===== src/rtl/gray_pkg.sv =====
// Shared constants, FP32 field layout and state encodings for the grayscale
// float-to-u8 output stage.
package gray_pkg;

    localparam int unsigned FP_W       = 32;
    localparam int unsigned SIGN_POS   = 31;
    localparam int unsigned EXP_MSB    = 30;
    localparam int unsigned EXP_LSB    = 23;
    localparam int unsigned EXP_W      = 8;
    localparam int unsigned MANT_W     = 23;
    localparam int unsigned SIG_W      = MANT_W + 1;
    localparam int unsigned EXP_BIAS   = 127;
    localparam int unsigned EXP_MAX    = 255;
    localparam int unsigned EXP_SAT    = 135;
    localparam int unsigned SHIFT_BASE = 150;
    localparam int unsigned PIX_W      = 8;
    localparam int unsigned SHAMT_W    = 5;
    // Any shift beyond the significand leaves integer, guard and sticky at their final values
    localparam int unsigned SHAMT_MAX  = SIG_W + 1;

    typedef struct packed {
        logic              sign;
        logic [EXP_W-1:0]  exp;
        logic [MANT_W-1:0] mant;
    } fp32_t;

    typedef enum logic [1:0] {
        ST_IDLE  = 2'd0,
        ST_CAPT  = 2'd1,
        ST_DRAIN = 2'd2
    } state_t;

    typedef enum logic [1:0] {
        CLS_ZERO = 2'd0,
        CLS_SAT  = 2'd1,
        CLS_NORM = 2'd2
    } cls_t;

endpackage


===== src/rtl/fp32_to_u8_pipe.sv =====
// Three-stage FP32 -> u8 converter (round half to even, saturating) that carries
// valid, pixel index and end-of-frame flag alongside the data.
module fp32_to_u8_pipe
    import gray_pkg::*;
#(
    parameter int unsigned IDX_W = 10
) (
    input  logic             clk,
    input  logic             rst_n,
    input  logic             in_valid,
    input  logic [FP_W-1:0]  in_data,
    input  logic [IDX_W-1:0] in_idx,
    input  logic             in_last,
    output logic             out_valid,
    output logic [PIX_W-1:0] out_pix,
    output logic [IDX_W-1:0] out_idx,
    output logic             out_last
);

    fp32_t f;
    assign f = fp32_t'(in_data);

    // Stage 1: classify and compute the alignment shift
    cls_t               c1_cls;
    logic [SHAMT_W-1:0] c1_shamt;

    always_comb begin
        c1_cls   = CLS_NORM;
        c1_shamt = SHAMT_W'(SHAMT_MAX);
        if (f.sign || (f.exp == '0)) begin
            c1_cls = CLS_ZERO;
        end else if (f.exp == EXP_W'(EXP_MAX)) begin
            c1_cls = (f.mant == '0) ? CLS_SAT : CLS_ZERO;
        end else if (f.exp >= EXP_W'(EXP_SAT)) begin
            c1_cls = CLS_SAT;
        end
        if (f.exp > EXP_W'(SHIFT_BASE - SHAMT_MAX)) begin
            c1_shamt = SHAMT_W'(EXP_W'(SHIFT_BASE) - f.exp);
        end
    end

    logic               s1_valid;
    logic [IDX_W-1:0]   s1_idx;
    logic               s1_last;
    cls_t               s1_cls;
    logic [SIG_W-1:0]   s1_sig;
    logic [SHAMT_W-1:0] s1_shamt;

    // Stage 2: align, extract guard and sticky
    logic [SHAMT_W-1:0] c2_gpos;
    logic [PIX_W-1:0]   c2_int;
    logic               c2_guard;
    logic               c2_sticky;

    always_comb begin
        c2_gpos   = s1_shamt - SHAMT_W'(1);
        c2_int    = PIX_W'(s1_sig >> s1_shamt);
        c2_guard  = 1'(s1_sig >> c2_gpos);
        c2_sticky = |(s1_sig & ((SIG_W'(1) << c2_gpos) - SIG_W'(1)));
    end

    logic             s2_valid;
    logic [IDX_W-1:0] s2_idx;
    logic             s2_last;
    cls_t             s2_cls;
    logic [PIX_W-1:0] s2_int;
    logic             s2_guard;
    logic             s2_sticky;

    // Stage 3: round half to even; a carry into bit 8 means 256, which saturates
    logic             c3_round_up;
    logic [PIX_W:0]   c3_sum;
    logic [PIX_W-1:0] c3_pix;

    always_comb begin
        c3_round_up = s2_guard & (s2_sticky | s2_int[0]);
        c3_sum      = {1'b0, s2_int} + (PIX_W + 1)'(c3_round_up);
        c3_pix      = '0;
        case (s2_cls)
            CLS_SAT:  c3_pix = '1;
            CLS_NORM: c3_pix = c3_sum[PIX_W] ? '1 : c3_sum[PIX_W-1:0];
            default:  c3_pix = '0;
        endcase
    end

    always_ff @(posedge clk or negedge rst_n) begin
        if (!rst_n) begin
            s1_valid  <= 1'b0;
            s1_idx    <= '0;
            s1_last   <= 1'b0;
            s1_cls    <= CLS_ZERO;
            s1_sig    <= '0;
            s1_shamt  <= '0;
            s2_valid  <= 1'b0;
            s2_idx    <= '0;
            s2_last   <= 1'b0;
            s2_cls    <= CLS_ZERO;
            s2_int    <= '0;
            s2_guard  <= 1'b0;
            s2_sticky <= 1'b0;
            out_valid <= 1'b0;
            out_pix   <= '0;
            out_idx   <= '0;
            out_last  <= 1'b0;
        end else begin
            s1_valid  <= in_valid;
            s1_idx    <= in_idx;
            s1_last   <= in_valid & in_last;
            s1_cls    <= c1_cls;
            s1_sig    <= {1'b1, f.mant};
            s1_shamt  <= c1_shamt;

            s2_valid  <= s1_valid;
            s2_idx    <= s1_idx;
            s2_last   <= s1_valid & s1_last;
            s2_cls    <= s1_cls;
            s2_int    <= c2_int;
            s2_guard  <= c2_guard;
            s2_sticky <= c2_sticky;

            out_valid <= s2_valid;
            out_last  <= s2_valid & s2_last;
            if (s2_valid) begin
                out_pix <= c3_pix;
                out_idx <= s2_idx;
            end
        end
    end

endmodule


===== src/rtl/gray_fp2u8.sv =====
// Grayscale frame sink: detects the upstream done edge, captures NPIX FP32 pixels
// and streams them out as indexed u8 pixels with an end-of-frame pulse.
module gray_fp2u8
    import gray_pkg::*;
#(
    parameter int unsigned NPIX  = 1024,
    parameter int unsigned IDX_W = 10
) (
    input  logic             clk,
    input  logic             rst_n,
    input  logic             start,
    input  logic [31:0]      Gray,
    output logic             out_valid,
    output logic [7:0]       out_pix,
    output logic [IDX_W-1:0] out_idx,
    output logic             busy,
    output logic             frame_done
);

    localparam logic [IDX_W-1:0] LAST_IDX  = IDX_W'(NPIX - 1);
    localparam int unsigned      DRAIN_CYC = 3;

    state_t           state;
    logic [IDX_W-1:0] cnt;
    logic [1:0]       dcnt;
    logic             start_q;
    logic             sq_valid;
    logic             cap_valid;
    logic [FP_W-1:0]  cap_data;
    logic [IDX_W-1:0] cap_idx;
    logic             cap_last;

    // start_q is only trusted once it has sampled start after reset, so a level
    // held high across reset is not mistaken for a fresh edge
    logic start_rise_c;
    logic frame_go_c;
    assign start_rise_c = start & ~start_q & sq_valid;
    assign frame_go_c   = start_rise_c && (state == ST_IDLE);

    always_ff @(posedge clk or negedge rst_n) begin
        if (!rst_n) begin
            start_q  <= 1'b0;
            sq_valid <= 1'b0;
        end else begin
            start_q  <= start;
            sq_valid <= 1'b1;
        end
    end

    // Frame FSM with capture register
    always_ff @(posedge clk or negedge rst_n) begin
        if (!rst_n) begin
            state     <= ST_IDLE;
            cnt       <= '0;
            dcnt      <= '0;
            cap_valid <= 1'b0;
            cap_data  <= '0;
            cap_idx   <= '0;
            cap_last  <= 1'b0;
        end else begin
            cap_valid <= 1'b0;
            cap_last  <= 1'b0;
            case (state)
                ST_IDLE: begin
                    if (frame_go_c) begin
                        cap_valid <= 1'b1;
                        cap_data  <= Gray;
                        cap_idx   <= '0;
                        cnt       <= IDX_W'(1);
                        state     <= ST_CAPT;
                    end
                end
                ST_CAPT: begin
                    cap_valid <= 1'b1;
                    cap_data  <= Gray;
                    cap_idx   <= cnt;
                    if (cnt == LAST_IDX) begin
                        cap_last <= 1'b1;
                        cnt      <= '0;
                        dcnt     <= '0;
                        state    <= ST_DRAIN;
                    end else begin
                        cnt <= cnt + IDX_W'(1);
                    end
                end
                ST_DRAIN: begin
                    if (dcnt == 2'(DRAIN_CYC - 1)) begin
                        dcnt  <= '0;
                        state <= ST_IDLE;
                    end else begin
                        dcnt <= dcnt + 2'd1;
                    end
                end
                default: begin
                    state <= ST_IDLE;
                end
            endcase
        end
    end

    // busy spans from the start edge through the cycle carrying frame_done
    always_ff @(posedge clk or negedge rst_n) begin
        if (!rst_n) begin
            busy <= 1'b0;
        end else if (frame_go_c) begin
            busy <= 1'b1;
        end else if (frame_done) begin
            busy <= 1'b0;
        end
    end

    fp32_to_u8_pipe #(
        .IDX_W (IDX_W)
    ) u_pipe (
        .clk       (clk),
        .rst_n     (rst_n),
        .in_valid  (cap_valid),
        .in_data   (cap_data),
        .in_idx    (cap_idx),
        .in_last   (cap_last),
        .out_valid (out_valid),
        .out_pix   (out_pix),
        .out_idx   (out_idx),
        .out_last  (frame_done)
    );

endmodule


===== config.mk =====
export PLATFORM = sky130hd
export DESIGN_NAME = gray_fp2u8
export DESIGN_NICKNAME = d
export VERILOG_FILES = /design/src/rtl/gray_pkg.sv /design/src/rtl/fp32_to_u8_pipe.sv /design/src/rtl/gray_fp2u8.sv
export SDC_FILE = /design/constraint.sdc
export NUM_CORES = 1
export LEC_CHECK = 0
export CORE_ASPECT_RATIO = 0.7
export CORE_UTILIZATION = 35
export CTS_CLUSTER_DIAMETER = 30
export DETAILED_ROUTE_END_ITERATION = 8
export GPL_TIMING_DRIVEN = 0
export PLACE_DENSITY = 0.58
export SYNTH_ARGS = -nofsm -noshare
export SYNTH_HDL_FRONTEND = slang
export SYNTH_SLANG_ARGS = --single-unit
export TNS_END_PERCENT = 5

===== constraint.sdc =====
create_clock -name clk -period 4 [get_ports clk]
set_input_delay 0.6 -clock clk [delete_from_list [all_inputs] [get_ports clk]]
set_output_delay 0.6 -clock clk [all_outputs]
set_load 0.03 [all_outputs]

# Word level (Yosys, flattened, before mapping)

Cells that the tools add are included.

Add/subtract/negate cells: 6
$lt $le $gt $ge: 2
Reductions and logical operators: 12
Mux-type cells: 27
Shifts and indexed selects: 3
Bitwise logic cells: 9
Equal/unequal tests: 10

Operators with widths:

| kind                    | count |
|---|---|
| $pmux W32 S2            | 1 |
| $pmux W10 S2            | 2 |
| $mux W32                | 1 |
| $mux W10                | 3 |
| $and A24 B24 Y24        | 1 |
| $reduce_or A24 Y1       | 1 |
| $shl A1 B5 Y24 const A  | 1 |
| $shr A24 B5 Y1          | 1 |
| $shr A24 B5 Y8          | 1 |
| $sub A24 B1 Y24 const B | 1 |
| $logic_not A23 Y1       | 1 |
| $mux W2                 | 8 |
| $pmux W8 S2             | 1 |
| $add A10 B1 Y10 const B | 1 |
| $eq A10 B10 Y1 const B  | 1 |
| $add A8 B1 Y9           | 1 |
| $eq A8 B8 Y1 const B    | 1 |
| $ge A8 B8 Y1 const B    | 1 |
| $gt A8 B7 Y1 const B    | 1 |
| $logic_not A8 Y1        | 1 |
| $mux W8                 | 1 |
| $and A1 B1 Y1           | 6 |
| $eq A2 B2 Y1 const B    | 3 |
| $mux W1                 | 6 |
| 17 further kinds        | 23 |

Input port bits: 35
Output and inout bits: 21
Logic and storage cells: 96
Register bits: 148

# Longest topological paths before layout

Gate-level depths: netlist of run 1.

Depth in word-level cells: 6
Gate-level depth with buffers: 19
Depth with buffers taken out: 14

# Cells and area by module

A second synthesis of run 1 with hierarchy kept.

Cells, all modules: 682
Area, all modules: 7,706.1 um^2

Modules (own cells, without submodules):

| module          | area each (um^2) | times used | seq. area each (um^2) | cells each |
|---|---|---|---|---|
| fp32_to_u8_pipe | 5,281.3          | 1          | 2,177.1               | 499 |
| gray_fp2u8      | 2,424.8          | 1          | 1,526.5               | 183 |

# Worst setup path after synthesis of run 1

No wires, ideal clock.

Path kind: reg2reg
Start point: register u_pipe.s1_shamt[1]
End point: register u_pipe.s2_sticky
Period minus slack after synthesis: 4.364 ns
Buffers on the path: 5
Setup time: 0.133 ns
Slack: -0.364 ns
Required time: 3.867 ns
Data arrival time: 4.231 ns
Cell stages (with the launch flop): 20
Path through: dfrtp_1 > buf_2 > buf_1 > buf_2 > inv_1 > ha_1 > buf_4 > or2_2 > a211oi_2 > or2_2 > nand3_1 > ha_1 > clkbuf_1 > nand2_1 > o21bai_1 > a222oi_1 > o2111ai_1 > or4_1 > a211oi_2 > nand4_1

Cells in the longest elaborated chain, start to end: 5

Ends and longest elaborated chain:

| item                   | line                   | RTL |
|---|---|---|
| start, declared        | fp32_to_u8_pipe.sv:47  | `logic [SHAMT_W-1:0] s1_shamt;` |
| start signal, assigned | fp32_to_u8_pipe.sv:111 | `s1_shamt <= c1_shamt;` |
| $sub A5 B1 Y5          | fp32_to_u8_pipe.sv:56  | `c2_gpos = s1_shamt - SHAMT_W'(1);` |
| $shl A1 B5 Y24         | fp32_to_u8_pipe.sv:59  | `c2_sticky = \|(s1_sig & ((SIG_W'(1) << c2_gpos) - SIG_W'(1)));` |
| $sub A24 B1 Y24        | fp32_to_u8_pipe.sv:59  |  |
| $and A24 B24 Y24       | fp32_to_u8_pipe.sv:59  |  |
| $reduce_or A24 Y1      | fp32_to_u8_pipe.sv:59  |  |
| net u_pipe.c2_sticky   | fp32_to_u8_pipe.sv:53  | `logic c2_sticky;` |
| end signal, assigned   | fp32_to_u8_pipe.sv:119 | `s2_sticky <= c2_sticky;` |
| end, declared          | fp32_to_u8_pipe.sv:68  | `logic s2_sticky;` |

The timed path passes the listed nets, and every way through them passes these cells.
A chain may end at the register's enable or synchronous reset.

# Worst setup path in the final report of run 1

Ends and elaborated chain as after synthesis.

==> impl_metrics.json, run 1 <==
{
  "status": "complete, no violations",
  "hold_viol": 0,
  "met3_usage_pct": 4.582,
  "async_flop_share_pct": 100.0,
  "relSlewSlack_pct": 60.29,
  "tightestPinTransition_ns": 0.5937,
  "cts_inserted_buffers": 17,
  "powerDensity_nw_per_um2": 405.7,
  "sw_frac_of_total_pct": 26.23,
  "synth.avg_cell_area_sq_um": 10.93,
  "hold_buffers": 0,
  "grt-ovfl-total": 0,
  "fin_hold_ws_ns": 0.08619,
  "cts.sinks": 147,
  "arrival_ns": 4.07,
  "first_pass_iters": 5,
  "grt_use_total_pct": 18.10,
  "clock-root-buffer": "clkbuf_16",
  "core_area_sq_um": 20180,
  "ys_ff_latch": 147,
  "seqPwrFrac_pct": 44.0,
  "post-route-period-util_pct": 95.20,
  "grt_max_degree": 105,
  "criticalPathCategory": "flop to flop",
  "initial_core_util_pct": 36.42,
  "synth.cell_area_sq_um": 7348,
  "numPortBuffers": 55,
  "r2r_slack_ns": 0.19,
  "path_clk_slew_ns": 0.06,
  "gp_congestion": 0.9206,
  "antenna_found_initial": 0,
  "die_w_um": 175.2,
  "period_minus_slack_ns": 3.808,
  "synth_flop_cell": "dfrtp_1",
  "wl_per_cell_um": 17.64,
  "crit_fanout": 14,
  "drv_cap": 0,
  "top_usage_layer": "met1",
  "skew_ns": 0.01879,
  "ys.warnings.count": 0,
  "pwr-share-comb_pct": 14.2,
  "dp_cells": 998,
  "slowest_stage": "or4_4",
  "drt.antenna.violating_nets": 0,
  "netlist_instances": 672,
  "antenna_cells": 0,
  "cts_tree": "done",
  "finalSetupViolations": 0,
  "cp.required_ns": 4.27,
  "cp-start-kind": "flop",
  "power.net_switching_w": 0.0009585,
  "slew_violations": 0,
  "crit_chain": "buf_12 > inv_1 > ha_2 > buf_4 > or2_2 > a211oi_4 > or2_4 > nand3_1 > ha_4 > nand2_1 > o21bai_1 > a222oi_1 > o2111ai_1 > or4_4 > a211oi_2 > nand4_1",
  "viasPerCell": 5.356,
  "intPower_w": 0.002696,
  "hpwl_um": 13950,
  "io_pins": 56,
  "cts.path.max_buffers": 2,
  "crit_buf_inv": 3,
  "drc": 0,
  "path_delay_family": "simple AND/OR/NAND/NOR gates",
  "met1_usage_pct": 27.92,
  "grt_pass1_vias": 5442,
  "rsz0062_at_grt": "no",
  "critPathCaptureType": "flop",
  "hold_class": "input port to async pin",
  "seq_area_frac_synth_pct": 50.06,
  "grt_pass1_wl_um": 29840,
  "rows": 43,
  "synth_edf_count": 0,
  "vias": 5565,
  "slowest_delay_ns": 0.53,
  "use_met2_pct": 24.45,
  "clock_power_share_pct": 41.8,
  "drt-total-wl_um": 18320,
  "worstSkewPairLatency_ns": 0.42,
  "drtIter0Drc": 388,
  "fmax_mhz": 262.6,
  "die_area_sq_um": 21590,
  "nets": 805,
  "drive_above_1_share_pct": 16.91,
  "leakage_nw": 3.801,
  "ctsHtreeMaxLevel": 4,
  "syn_nets": 721,
  "final_cells": 1039,
  "area_growth_pct": 22.58,
  "ir_drop_mv": 0.1815,
  "fp.dieH_um": 123.2,
  "synth_cell_types": 71
}
-- worst paths after layout --
kind	end	startpoint	cells after the start
max	u_pipe.s2_sticky	u_pipe.s1_shamt[1]	16
min	cap_data[8]	rst_n	1
max reg2reg	u_pipe.s2_sticky	u_pipe.s1_shamt[1]	16
min reg2reg	u_pipe.s2_idx[2]	u_pipe.s1_idx[2]	0
max in group asynchronous	u_pipe.s2_guard	rst_n	2
min in group clk	u_pipe.s2_idx[2]	u_pipe.s1_idx[2]	0
-- cells in the final DEF, fill, tap and decap left out, drive strengths merged, types with 3 or more instances in the layout --
cell type	count
nor4b	3
xnor2	12
a22o	13
nand2	138
ha	14
clkinvlp	5
o22ai	4
o211ai	3
nor2b	3
nor2	33
buf	27
a211oi	8
o21ai	31
clkbuf	39
nor4	6
clkinv	3
dfrtp	147
o2111ai	5
a21oi	26
xor2	9
nand2b	7
nor3	12
or4	3
and3	5
nand3	17
inv	22
clkdlybuf4s50	54
or2	5
nand4	9
mux2i	9
mux2	19
a31oi	6
mux4	33
and2	6
-- flip-flops by register name (all words and copies together) (netlist names), 2 cells and up --
name / flops
cap_data: 32
u_pipe.s1_sig: 23
cap_idx: 10
cnt: 10
u_pipe.out_idx: 10
u_pipe.s1_idx: 10
u_pipe.s2_idx: 10
u_pipe.out_pix: 8
u_pipe.s2_int: 8
u_pipe.s1_shamt: 5
dcnt: 2
state: 2
u_pipe.s1_cls: 2
u_pipe.s2_cls: 2
-- per-layer routing --
layer  vias up  wire (um)
li1       2597          -
met1      2706       9073
met2       239       7336
met3        23       1634
met4         0        280
met5         -          0
-- repair_timing --
item / in CTS / in global routing
setup buffers: 7 / 6
gates cloned: 0 / 1
pin swaps: 3 / 3
resized for setup: 10 / 2
setup endpoints to repair: 1 / 1
-- layout make-up --
class	instances	area, sq um
Buffer	30	173.9
Clock buffer	20	466.7
Clock inverter	12	117.6
Fill cell	1894	11170
Inverter	19	75.07
Multi-Input combinational cell	471	3455
Sequential cell	147	3680
Tap cell	270	337.8
Timing Repair Buffer	70	701.9
-- Yosys cell counts (10+ instances only) --
library cell  instances  area share, %
dfrtp_1             147             50
nor3_1               10           0.68
a22o_1               13            1.5
xnor2_1              12            1.4
mux2_2               19            2.9
clkbuf_1             19           0.97
ha_1                 14            2.4
inv_1                17           0.87
a21oi_1              25            1.7
o21ai_0              31            2.1
mux4_2               30            9.2
nand2_1             138            7.0
nor2_1               31            1.6
nand3_1              17            1.2
-- power by group through the flow --
stage	logic [W]	registers [W]	clock network (W)
6_report	0.000518	0.00161	0.00153
5_1_grt	0.000564	0.00162	0.00163
4_1_cts	0.000504	0.00161	0.00156
3_5_place_dp	0.000494	0.00163	0
3_3_place_gp	0.000490	0.00163	0
2_1_floorplan	0.000327	0.00161	0
-- per-stage QoR --
stage	util, %	power (W)	area, sq um	setup slack (ns)	setup TNS [ns]
5_1_grt	44.65	0.003805	9007	0.03159	0
3_5_place_dp	41.09	0.002128	8289	-0.8526	-0.8526
4_1_cts	44.32	0.003672	8941	0.0002292	0
6_report	44.65	0.003655	9007	0.1921	0
3_3_place_gp	40.94	0.002124	8260	-3.114	-455.94
2_1_floorplan	-	0.001939	7372	0.003171	0
-- cell families after synthesis --
logic type      after synthesis  share of synthesized area, %
simple gates                257                         16.36
flops                       147                         50.06
compound gates              117                         10.91
mux                          61                         14.41
buf+inv                      54                         3.320
xor+xnor                     21                         2.503
fa+ha+maj                    14                         2.384
other cells                   1                       0.05103
-- worst reg2reg max path: cells and delay by family (launching register included) --
family	cells	cell delay, ns
compound gates	5	0.97
simple gates	6	1.39
buf+inv	3	0.44
fa+ha+maj	2	0.43
flops	1	0.41
No activity file was read; power rests on OpenSTA's default activity.
==> run 2, diff against run 1 <==
GPL_ROUTABILITY_DRIVEN = 0   (was default)
==> impl_metrics.json, run 2 (synthesized netlist as in run 1, its figures left out) <==
{
  "cts_inserted_buffers": 17,
  "sw_frac_of_total_pct": 26.38,
  "drive_above_1_share_pct": 17.27,
  "grt_pass1_wl_um": 28800,
  "hpwl_um": 13250,
  "hold_class": "input port to async pin",
  "criticalPathCategory": "flop to flop",
  "power.net_switching_w": 0.0009544,
  "drc": 0,
  "first_pass_iters": 5,
  "grt-ovfl-total": 0,
  "cts_tree": "done",
  "powerDensity_nw_per_um2": 400.6,
  "finalSetupViolations": 0,
  "clock-root-buffer": "clkbuf_16",
  "final_cell_mix": "dfrtp_1 (146), nand2_1 (138), clkdlybuf4s50_1 (54), o21ai_0 (31), nor2_1 (31)",
  "slowest_stage": "or4_4",
  "crit_path_start": "u_pipe.s1_shamt[0]",
  "ir_drop_mv": 0.2552,
  "worstSkewPairLatency_ns": 0.42,
  "drtIter0Drc": 417,
  "rsz0062_at_grt": "no",
  "max_flop_register": "cap_data",
  "nets": 808,
  "drt-total-wl_um": 17720,
  "arrival_ns": 4.15,
  "dp_slack_ns": -0.7432,
  "antenna_found_initial": 0,
  "intPower_w": 0.002664,
  "initial_core_util_pct": 36.42,
  "cts.sinks": 147,
  "die_area_sq_um": 21590,
  "numPortBuffers": 55,
  "antenna_cells": 0,
  "final_cells": 1040,
  "crit_buf_inv": 4,
  "cts.path.max_buffers": 2,
  "relSlewSlack_pct": 59.01,
  "viasPerCell": 5.449,
  "post-route-period-util_pct": 96.77,
  "setup_slack_ns": 0.1294,
  "final_common_cell": "dfrtp_1",
  "clock_power_share_pct": 41.2,
  "path_clk_slew_ns": 0.06,
  "hold_viol": 0,
  "core_area_sq_um": 20180,
  "io_pins": 56,
  "slowest_delay_ns": 0.51,
  "largestRegisters": "cap_data x32, u_pipe.s1_sig x23",
  "crit_fanout": 10,
  "drv_cap": 0,
  "status": "complete, no violations",
  "wl_per_cell_um": 17.04,
  "cp.required_ns": 4.28,
  "fp.dieH_um": 123.2,
  "rr_startpoint": "u_pipe.s1_shamt[0]",
  "crit_chain": "buf_6 > buf_12 > clkinvlp_4 > ha_4 > buf_4 > or2_2 > a211oi_4 > or2_4 > nand3_1 > ha_4 > nand2_1 > o21bai_1 > a222oi_1 > o2111ai_1 > or4_4 > a211oi_2 > nand4_1",
  "vias": 5667,
  "critPathCaptureType": "flop",
  "die_w_um": 175.2,
  "cp_common_cell": "ha_4",
  "seqPwrFrac_pct": 44.4,
  "grt_max_degree": 106,
  "area_growth_pct": 22.92,
  "skew_ns": 0.01253,
  "period_minus_slack_ns": 3.871,
  "leakage_nw": 3.804,
  "cp-start-kind": "flop",
  "pwr-share-comb_pct": 14.4,
  "ctsHtreeMaxLevel": 4,
  "grt_pass1_vias": 5419,
  "fmax_mhz": 258.4,
  "slew_violations": 0,
  "grt_use_total_pct": 17.17,
  "dp_cells": 998,
  "hold_buffers": 0,
  "rows": 43,
  "path_delay_family": "simple AND/OR/NAND/NOR gates",
  "tightestPinTransition_ns": 0.6148,
  "drt.antenna.violating_nets": 0,
  "tns_ns": 0,
  "largest_reg_flops": 32
}
-- run 2: metal layers --
layer	share of wire, %	vias to the layer above	global-route usage [%]	wire, um
met5	0	-	0	0
met4	1.2	0	5.435	216
met3	9.4	25	4.367	1669
met2	41	280	23.29	7218
met1	49	2775	26.35	8617
li1	-	2587	-	-
-- run 2: what timing repair did --
item	in CTS	in global routing
cloned	0	1
pin swaps	2	4
endpoints found under the setup margin	1	1
resized for setup	9	7
setup buffers	4	11
-- run 2: worst register-to-register path, stage by stage (launching register included) --
cell	delay (ns)
dfrtp_1	0.37
buf_6	0.15
buf_12	0.10
clkinvlp_4	0.13
ha_4	0.20
buf_4	0.17
or2_2	0.30
a211oi_4	0.26
or2_4	0.19
nand3_1	0.13
ha_4	0.23
nand2_1	0.10
o21bai_1	0.09
a222oi_1	0.33
o2111ai_1	0.16
or4_4	0.51
a211oi_2	0.19
nand4_1	0.13
-- run 2: stage by stage --
step	cell area, sq um	total power [W]	util [%]	hold WS [ns]
finish	9032	0.003618	44.77	0.08798
global route	9032	0.003769	44.77	0.1061
CTS	8895	0.003635	44.09	0.08241
detailed placement	8289	0.002120	41.09	0.3347
global placement	8260	0.002109	40.94	0.3360
floorplan	7372	0.001939	-	0.3044
-- run 2: worst paths after layout --
kind                       depth (start not counted)                 end  slack [ns]
setup / recovery                                  17    u_pipe.s2_sticky        0.13
hold / removal                                     1         cap_data[8]        0.09
setup reg to reg                                  17    u_pipe.s2_sticky        0.13
hold reg to reg                                    0    u_pipe.s2_idx[8]        0.35
max in group asynchronous                          2  u_pipe.s1_shamt[1]        3.07
min in group clk                                   0    u_pipe.s2_idx[8]        0.35
-- run 2: cell type report --
type | count | area, sq um
fillers | 1847 | 11140
flip-flops and latches | 147 | 3680
multi-input cells | 471 | 3471
repair buffers | 72 | 716.9
clock buffers | 18 | 439.2
well taps | 270 | 337.8
plain buffers | 31 | 185.2
clock inverters | 12 | 123.9
inverters | 19 | 78.83
-- run 2: power by group through the flow --
stage | registers, W | clock network [W] | logic [W]
floorplan | 0.00161 | 0 | 0.000327
global placement | 0.00163 | 0 | 0.000479
detailed placement | 0.00163 | 0 | 0.000488
CTS | 0.00161 | 0.00154 | 0.000494
global route | 0.00161 | 0.00159 | 0.000567
finish | 0.00161 | 0.00149 | 0.000521
==> run 3, diff against run 2 <==
CORE_UTILIZATION = 53   (was 35)
PLACE_DENSITY = 0.8   (was 0.58)
==> impl_metrics.json, run 3 (synthesized netlist as in run 1, its figures left out) <==
{
  "status": "complete, no violations",
  "criticalPathCategory": "flop to flop",
  "cp.required_ns": 4.28,
  "critPathCaptureType": "flop",
  "cts_tree": "done",
  "final_cell_mix": "dfrtp_1 (146), nand2_1 (137), clkdlybuf4s50_1 (54), o21ai_0 (31), nor2_1 (31)",
  "cp-start-kind": "flop",
  "tightestPinTransition_ns": 0.6917,
  "cts.sinks": 147,
  "numPortBuffers": 55,
  "fmax_mhz": 260.0,
  "grt_max_degree": 107,
  "skew_ns": 0.009283,
  "wl_per_cell_um": 20.26,
  "die_area_sq_um": 14350,
  "grt_pass1_vias": 5999,
  "grt-ovfl-total": 0,
  "grt_pass1_wl_um": 31590,
  "drtIter0Drc": 618,
  "core_area_sq_um": 13360,
  "path_clk_slew_ns": 0.06,
  "finalSetupViolations": 0,
  "io_pins": 56,
  "hold_viol": 0,
  "initial_core_util_pct": 55.02,
  "die_w_um": 142.7,
  "ctsHtreeMaxLevel": 4,
  "worstSkewPairLatency_ns": 0.42,
  "ir_drop_mv": 0.3233,
  "max_flop_register": "cap_data",
  "slowest_stage": "or4_1",
  "drc": 0,
  "arrival_ns": 4.13,
  "crit_fanout": 10,
  "drt.antenna.violating_nets": 0,
  "vias": 6036,
  "largest_reg_flops": 32,
  "antenna_found_initial": 1,
  "clock-root-buffer": "clkbuf_16",
  "final_util_pct": 67.49,
  "hpwl_um": 12870,
  "fp.dieH_um": 100.5,
  "crit_buf_inv": 5,
  "period_minus_slack_ns": 3.846,
  "viasPerCell": 6.288,
  "grt_use_total_pct": 29.27,
  "p_total_w": 0.003872,
  "drv_cap": 0,
  "dp_cells": 913,
  "powerDensity_nw_per_um2": 429.6,
  "area_growth_pct": 22.68,
  "path_delay_family": "simple AND/OR/NAND/NOR gates",
  "nets": 810,
  "final_cells": 960,
  "leakage_nw": 3.860,
  "drt-total-wl_um": 19450,
  "cp_common_cell": "ha_4",
  "cts_inserted_buffers": 17,
  "post-route-period-util_pct": 96.16,
  "relSlewSlack_pct": 53.55,
  "largestRegisters": "cap_data x32, u_pipe.s1_sig x23",
  "final_common_cell": "dfrtp_1",
  "hold_class": "input port to async pin",
  "rows": 35,
  "fillers": 930,
  "slowest_delay_ns": 0.59,
  "setup_slack_ns": 0.1536,
  "tns_ns": 0,
  "first_pass_iters": 5,
  "crit_chain": "buf_6 > buf_12 > clkinvlp_4 > ha_4 > buf_4 > xnor2_1 > buf_2 > nand3_2 > ha_4 > nand2_2 > o21bai_1 > a222oi_1 > o2111ai_1 > or4_1 > a211oi_2 > nand4_1",
  "slew_violations": 0,
  "cts.path.max_buffers": 2,
  "drive_above_1_share_pct": 17.44,
  "dp_slack_ns": -0.7414
}
-- run 3: changes by cell type in the layout (fill, tap and decap cells not counted), moves of 2 or more --
cell	before	now
buf_4	17	19
bufinv_16	1	4
clkbuf_1	18	20
clkinv_2	0	2
clkinvlp_4	6	2
inv_6	5	3
nand3_1	17	15
nand3_2	0	2
-- run 3: metal layers --
metal / up-vias / GRT usage (%) / wire length [um]
li1: 2596 / - / -
met1: 2927 / 39.81 / 7948
met5: - / 0 / 0
met4: 0 / 10.26 / 533
met2: 437 / 44.53 / 8746
met3: 76 / 9.501 / 2225
-- run 3: area by class of cell --
cell class              instances  area [sq um]  area share (%)
well taps                     185         231.5           2.568
inverters                      19         75.07          0.8328
repair buffers                 74         732.0           8.119
plain buffers                  31         185.2           2.054
diodes                          1         2.502         0.02776
multi-input cells             471          3476           38.56
clock buffers                  21         460.4           5.108
clock inverters                11         172.7           1.915
flip-flops and latches        147          3680           40.82
-- run 3: report_power, final --
| group | leakage (nW) | internal, W | switching (W) |
|---|---|---|---|
| clock | 0.308 | 0.00108 | 0.000643 |
| sequential | 1.74 | 0.00154 | 0.0000692 |
| combinational | 1.81 | 0.000247 | 0.000290 |
| total | 3.86 | 0.00287 | 0.00100 |
-- run 3: worst paths after layout --
path	from	end	slack [ns]	cells past startpoint
max	u_pipe.s1_shamt[0]	u_pipe.s2_sticky	0.15	16
min	rst_n	cap_data[11]	0.09	1
max reg2reg	u_pipe.s1_shamt[0]	u_pipe.s2_sticky	0.15	16
min reg2reg	u_pipe.s1_idx[8]	u_pipe.s2_idx[8]	0.35	0
max in group asynchronous	rst_n	u_pipe.s2_guard	3.09	2
min in group clk	u_pipe.s1_idx[8]	u_pipe.s2_idx[8]	0.35	0
-- run 3: metrics by stage --
step	hold WS [ns]	cell area, sq um
detailed placement	0.3355	8183
finish	0.08746	9015
global placement	0.3355	8154
CTS	0.09186	8845
global route	0.1044	9015
floorplan	0.3044	7372
-- run 3: what timing repair did --
item	CTS	global route
setup buffers	3	14
hold buffers	0	0
cloned	0	1
resized for setup	8	8
pin swaps	0	9
setup endpoints to repair	1	1
